### config.mk
export PLATFORM = sky130hd
export DESIGN_NAME = serv_lsu
export DESIGN_NICKNAME = d
export VERILOG_FILES = /design/src/rtl/serv_lsu.sv
export SDC_FILE = /design/constraint.sdc
export NUM_CORES = 1
export LEC_CHECK = 0
export ABC_AREA = 1
export CORE_MARGIN = 8
export CORE_UTILIZATION = 40
export DETAILED_ROUTE_END_ITERATION = 8
export GPL_ROUTABILITY_DRIVEN = 0
export PLACE_DENSITY = 0.67
export SLEW_MARGIN = 15
export SYNTH_ARGS = -nofsm -noshare
export SYNTH_HDL_FRONTEND = slang
export SYNTH_SLANG_ARGS = --single-unit
### constraint.sdc
create_clock -name i_clk -period 2 [get_ports i_clk]
set_input_delay 0.3 -clock i_clk [delete_from_list [all_inputs] [get_ports i_clk]]
set_output_delay 0.3 -clock i_clk [all_outputs]
set_load 0.005 [all_outputs]
### src/rtl/serv_lsu.sv
// serv_lsu: load/store unit for the SERV core.
// Turns a W-bit-per-cycle serial operand stream into one Wishbone data access.
// Loaded data comes back as a serial stream of the same width.
//
// Parameters:
//   W          serial beat width (1, 2, 4 or 8); N = 32/W beats per word
// Ports:
//   i_clk, i_rst                 clock, async active-high reset
//   i_start, i_we, i_signed,     request pulse plus op fields, all latched
//   i_word, i_half, i_lsb          when a request is accepted
//   i_rs2 / o_rd, o_rd_vld       serial store data in / serial load data out
//   o_busy, o_done, o_misalign   status
//   o_wb_*, i_wb_rdt, i_wb_ack   Wishbone data master port
// Optional feature:
//   define SERV_LSU_MISALIGN_EN to trap misaligned requests without a bus cycle.
//   When it is undefined, o_misalign is tied to 0.
module serv_lsu #(
  parameter int unsigned W = 1
) (
  input  logic         i_clk,
  input  logic         i_rst,
  input  logic         i_start,
  input  logic         i_we,
  input  logic         i_signed,
  input  logic         i_word,
  input  logic         i_half,
  input  logic [1:0]   i_lsb,
  input  logic [W-1:0] i_rs2,
  output logic [W-1:0] o_rd,
  output logic         o_rd_vld,
  output logic         o_busy,
  output logic         o_done,
  output logic         o_misalign,
  output logic         o_wb_cyc,
  output logic         o_wb_we,
  output logic [3:0]   o_wb_sel,
  output logic [31:0]  o_wb_dat,
  input  logic [31:0]  i_wb_rdt,
  input  logic         i_wb_ack
);

  localparam int unsigned N  = 32 / W;
  localparam int unsigned CW = $clog2(N) + 1;

  typedef enum logic [1:0] {IDLE, SHIN, BUS, SHOUT} state_t;

  state_t        state;
  state_t        state_nxt;
  state_t        start_tgt;
  logic [CW-1:0] cnt;
  logic [31:0]   dat;
  logic          op_we;
  logic          op_signed;
  logic          op_word;
  logic          op_half;
  logic [1:0]    op_lsb;
  logic          done_q;
  logic          misalign_q;

  logic          last_beat;
  logic          shout_last;
  logic          start_ok;
  logic          mis_req;
  logic [31:0]   rdt_sh;
  logic [31:0]   rdt_ext;
  logic [3:0]    sel;

  assign last_beat  = (cnt == CW'(N - 1));
  assign shout_last = (state == SHOUT) && last_beat;
  // The final SHOUT beat doubles as an idle slot so a new request can issue
  // in the same cycle o_done is visible.
  assign start_ok   = i_start && ((state == IDLE) || shout_last);

`ifdef SERV_LSU_MISALIGN_EN
  assign mis_req = (i_word && (i_lsb != 2'd0)) || (i_half && i_lsb[0]);
`else
  assign mis_req = 1'b0;
`endif

  // Where an accepted request goes; misaligned requests bounce straight back.
  always_comb begin
    start_tgt = IDLE;
    if (!mis_req) start_tgt = i_we ? SHIN : BUS;
  end

  // Byte lanes for the latched access size and offset.
  always_comb begin
    sel = 4'(4'b0001 << op_lsb);
    if (op_word)      sel = 4'b1111;
    else if (op_half) sel = 4'(4'b0011 << op_lsb);
  end

  // Align read data to bit 0, then sign/zero extend from the access size.
  assign rdt_sh = i_wb_rdt >> {op_lsb, 3'b000};
  always_comb begin
    rdt_ext = {{24{op_signed & rdt_sh[7]}}, rdt_sh[7:0]};
    if (op_word)      rdt_ext = rdt_sh;
    else if (op_half) rdt_ext = {{16{op_signed & rdt_sh[15]}}, rdt_sh[15:0]};
  end

  // State register.
  always_ff @(posedge i_clk or posedge i_rst) begin
    if (i_rst) state <= IDLE;
    else       state <= state_nxt;
  end

  // Next-state logic.
  always_comb begin
    state_nxt = state;
    case (state)
      IDLE:    if (i_start) state_nxt = start_tgt;
      SHIN:    if (last_beat) state_nxt = BUS;
      BUS:     if (i_wb_ack) state_nxt = op_we ? IDLE : SHOUT;
      SHOUT:   if (last_beat) state_nxt = i_start ? start_tgt : IDLE;
      default: state_nxt = IDLE;
    endcase
  end

  // Output decode from registered state and datapath.
  always_comb begin
    o_busy     = 1'b0;
    o_done     = done_q | shout_last;
    o_misalign = misalign_q;
    o_rd       = '0;
    o_rd_vld   = 1'b0;
    o_wb_cyc   = 1'b0;
    o_wb_we    = 1'b0;
    o_wb_sel   = 4'b0000;
    o_wb_dat   = 32'h0;
    case (state)
      SHIN: o_busy = 1'b1;
      BUS: begin
        o_busy   = 1'b1;
        o_wb_cyc = 1'b1;
        o_wb_we  = op_we;
        o_wb_sel = sel;
        o_wb_dat = dat << {op_lsb, 3'b000};
      end
      SHOUT: begin
        o_busy   = !last_beat;
        o_rd_vld = 1'b1;
        o_rd     = dat[W-1:0];
      end
      default: ;
    endcase
  end

  // Beat counter restarts on every state entry and on each accepted request.
  always_ff @(posedge i_clk or posedge i_rst) begin
    if (i_rst) begin
      cnt <= '0;
    end else if (start_ok || (state_nxt != state)) begin
      cnt <= '0;
    end else if ((state == SHIN) || (state == SHOUT)) begin
      cnt <= cnt + CW'(1);
    end
  end

  // Op latch, data shift register and completion pulses.
  always_ff @(posedge i_clk or posedge i_rst) begin
    if (i_rst) begin
      dat        <= 32'h0;
      op_we      <= 1'b0;
      op_signed  <= 1'b0;
      op_word    <= 1'b0;
      op_half    <= 1'b0;
      op_lsb     <= 2'd0;
      done_q     <= 1'b0;
      misalign_q <= 1'b0;
    end else begin
      done_q     <= 1'b0;
      misalign_q <= 1'b0;
      if (start_ok) begin
        op_we      <= i_we;
        op_signed  <= i_signed;
        op_word    <= i_word;
        op_half    <= i_half;
        op_lsb     <= i_lsb;
        done_q     <= mis_req;
        misalign_q <= mis_req;
      end
      case (state)
        // Beats enter at the top so beat k ends up in bits [kW+W-1:kW].
        SHIN:  dat <= {i_rs2, dat[31:W]};
        BUS: begin
          if (i_wb_ack) begin
            if (op_we) done_q <= 1'b1;
            else       dat    <= rdt_ext;
          end
        end
        SHOUT: dat <= dat >> W;
        default: ;
      endcase
    end
  end

endmodule

==> summary by stage, run 1 <==
Outcome
The run finished with clean final reports.

Logic synthesis
The post-synth design cell area is 3510 um2. For this run, the leading register cell type out of synthesis is dfrtp_1. The cell with the most instances after synthesis is nand2_1. The fraction of the mapped netlist area in adder cells is 2.14%. Summing the areas of all compound-gate instances in the mapped netlist gives 28.6% of the synthesized area.

The number of nets handed over by synthesis was 555. The largest area contributor in the netlist is dfrtp_1. In the synthesized netlist the async set-or-reset flop fraction comes to 100%. After synthesis, the netlist uses 40 different library cells. Summing the areas of all and, or, nand and nor instances in the mapped netlist gives 22.1% of the synthesized area. The number of flip-flops and latches in the synthesized netlist is 47.

In the synthesized netlist, the cells that appear most often are nand2_1, nor2_1, inv_1, o21ai_0, a21oi_1. Ranked by total cell area, the synthesized netlist is headed by dfrtp_1, nand2_1, o21ai_0. The xor/xnor share of the synthesized area is 1.25%.

By area, the combinational part of the netlist is dominated by compound AO/OA/AOI/OAI gates. After synthesis, the share of cell area in mux cells is 0.926%. Counting flops with a built-in enable in the synthesized netlist gives 0. The synthesized design devotes to its leading area cell type 33.5% of total area.

The register area share after synthesis is 33.5%. For this run, the number of Yosys warnings is 0. The average cell area after synthesis is 6.94 um2. The count of mapped cells out of synthesis is 506.

Global routing
The first global-routing pass estimated 20,000 um of wire. Global routing consumed, over all layers together, 20.9% of the routing resources. The maximum number of pins on one net before global-route repair is 43. The total overflow left after global routing is 0.

The via count of the first global-routing pass is 4,023. The number of antenna violations at the first check in global routing is 0.

Die
The overall die width is 110 um. The overall die height is 110 um. The die footprint is 12,000 um2. The core box area is 8640 um2.

Row generation in the floorplan step produced 34 rows. 86 I/O pins were placed. The initial utilization of the core area, before any placement, comes to 40.7%.

Critical path
Of all nets on the critical path, the largest fanout is 42. The worst setup path is captured at an output pin. The sort of element at the start of the critical path is a flip-flop.

STA puts the critical path data required time at 1.70 ns. The data arrival time of the critical path is 1.65 ns. The critical path in this run is classified as flip-flop to output pin.

Timing
Of the available clock period, the critical path in the final layout requires 97.5%. The final number of setup-violating endpoints is 0. The final critical-path required period is 1.95 ns.

The smallest setup slack after layout is 0.0503 ns. The clock skew after layout is 0.00820 ns. Headroom to the max-slew limit came out at 49.9%.

Setup repair after global routing could not meet its margin everywhere. The count of final max-slew check failures is 0. The final-report hold violation count was 0. The slew at the pin with the worst max-slew slack is 0.747 ns. Static timing analysis puts the maximum clock frequency at 513 MHz.

Detailed routing
The post-detailed-routing wire length is 12,700 um. Summing over every cut layer, the via total after detailed routing is 4,079. The pre-antenna-repair detailed-routing pass consisted of 5 iterations. Using the TritonRoute via totals, the vias-per-cell ratio works out to 5.64. Once detail routing completed, the nets flagged for antenna violations numbered 0. The remaining design rule violation count is 0.

In this run, the number of DRC markers left after iteration 0 of detailed routing was 394. After detailed routing, the average wire length per cell comes to 17.6 um.

Layout
The area added between synthesis and finish is 40.9%. The final net count is 663. The number of antenna cells inserted is 0.

The final standard cell area without fillers is 4950 um2. The share of layout cells above drive strength 1 is 20.5%.

CTS
For this design, the sink count on the clock tree is 47. Clock-pin slew was measured on the worst setup and hold paths at 0.10 ns. The number of buffers added by the clock tree synthesis step is 5.

The H-tree was split into 2 levels. No sink is reached through more buffers than the 2 on the longest clock path. The clock latency on the worst-skew pair is 0.31 ns. TritonCTS built the clock tree. The tree is rooted in a clkbuf_8.

Power
For this design the ratio of total power to cell area is 1540 nW/um2. IR analysis of the VDD net gives a maximum drop of 0.731 mV. The analysis attributes to cell leakage a power of 2.35 nW.

Placed design
The post-place instance area is 4670 um2. The number of port buffers is 84. The sum of net half-perimeters after detailed placement is 9480 um.

Before CTS, the worst setup slack after placement is -0.0169 ns.

Hold path
The type of the worst min-delay path is primary input to async pin.

Job
The tool flagged a number of max-cap violations equal to 0.
## report_power, final
part	switching [mW]	internal (mW)	total, mW
Sequential	0.348	1.38	1.72
Clock	0.359	0.412	0.771
Combinational	3.00	2.13	5.12
## critical path, stage by stage, from the launching register on
cell	delay, ns
dfrtp_2	0.44
buf_12	0.14
buf_12	0.16
o21ai_0	0.31
o22ai_1	0.12
buf_2	0.16
## cell families after synthesis
family / Yosys count
AOI/OAI and AO/OA: 170
xor gates and xnor gates: 5
adders and majority gates: 6
buffers and inverters: 91
DFF: 47
muxes: 3
other: 1
and+or+nand+nor: 183
## layer usage
metal,GRT usage (%),vias to the layer above,share of wire (%)
met4,7.33,0,2.6
li1,-,1933,-
met2,35.6,178,48
met3,5.51,31,8.9
met1,24.8,1937,40
met5,0,-,0
## state kept, by name (all words and copies together) (netlist names)
name / count
dat: 32
cnt: 6
op_lsb: 2
state: 2
done_q: 1
op_half: 1
op_signed: 1
op_we: 1
op_word: 1
## final cells by class
class	instances	area, um2
Clock inverter	2	38.8
Multi-Input combinational cell	368	2060
Fill cell	855	3680
Timing Repair inverter	1	7.51
Sequential cell	47	1180
Inverter	58	228
Tap cell	108	135
Clock buffer	6	82.6
Timing Repair Buffer	133	1220
## timing repair
item | CTS | global route
pin swaps | 3 | 2
endpoints found under the setup margin | 42 | 75
buffers inserted | 6 | 2
resized for setup | 99 | 63
cloned | 1 | 2
hold buffers | 0 | 0
## placed cells by master, fill, tap and decap left out, types with 14 or more instances in the layout
cell / n
o22ai_1: 15
o21ai_0: 44
o21ai_1: 14
nand2_1: 73
inv_1: 51
nand3_1: 37
buf_2: 17
buf_4: 34
nor2_1: 57
clkdlybuf4s50_1: 42
a21oi_1: 50
dfrtp_1: 46
## path summary, 6_finish.rpt
path | slack [ns] | to | start | depth (start not counted)
worst min register to register | 0.56 | op_signed | op_signed | 1
max in group asynchronous | 1.14 | dat[28] | i_rst | 3
worst min-delay path | 0.33 | cnt[5] | i_rst | 2
worst max register to register | 0.13 | dat[23] | state[1] | 10
worst max-delay path | 0.05 | o_wb_dat[24] | op_lsb[0] | 5
min in group i_clk | 0.56 | op_signed | op_signed | 1
## metrics by stage
| stage | power [mW] | TNS, ns | hold slack [ns] | utilization [%] | cells |
|---|---|---|---|---|---|
| 2_1_floorplan | 4.65 | 0 | 0.432 | - | 506 |
| 3_3_place_gp | 6.32 | 0 | 0.507 | 54.0 | 704 |
| 3_5_place_dp | 6.41 | -0.0316 | 0.546 | 54.0 | 704 |
| 4_1_cts | 7.24 | -0.0578 | 0.350 | 56.5 | 719 |
| 5_1_grt | 8.25 | -0.0265 | 0.393 | 57.3 | 723 |
| 6_report | 7.62 | 0 | 0.329 | 57.3 | 723 |
No activity file was read; power rests on OpenSTA's default activity.
==> run 2: changes to the inputs <==
--- a/config.mk
+++ b/config.mk
@@ -8,6 +8,7 @@
 export ABC_AREA = 1
 export CORE_MARGIN = 8
 export CORE_UTILIZATION = 40
+export CTS_BUF_LIST = sky130_fd_sc_hd__clkbuf_4 sky130_fd_sc_hd__clkbuf_8
 export DETAILED_ROUTE_END_ITERATION = 8
 export GPL_ROUTABILITY_DRIVEN = 0
 export PLACE_DENSITY = 0.67
==> results of run 2 <==
No change in the layout: final DEF, timing and power equal those of run 1.
==> run 3: changes to the inputs <==
--- a/config.mk
+++ b/config.mk
@@ -6,9 +6,12 @@
 export NUM_CORES = 1
 export LEC_CHECK = 0
 export ABC_AREA = 1
+export ABC_CLOCK_PERIOD_IN_PS = 2000
+export CAP_MARGIN = 10
 export CORE_MARGIN = 8
 export CORE_UTILIZATION = 40
 export CTS_BUF_LIST = sky130_fd_sc_hd__clkbuf_4 sky130_fd_sc_hd__clkbuf_8
+export CTS_CLUSTER_DIAMETER = 30
 export DETAILED_ROUTE_END_ITERATION = 8
 export GPL_ROUTABILITY_DRIVEN = 0
 export PLACE_DENSITY = 0.67
==> results of run 3 <==
No change in the layout: final DEF, timing and power equal those of run 1.
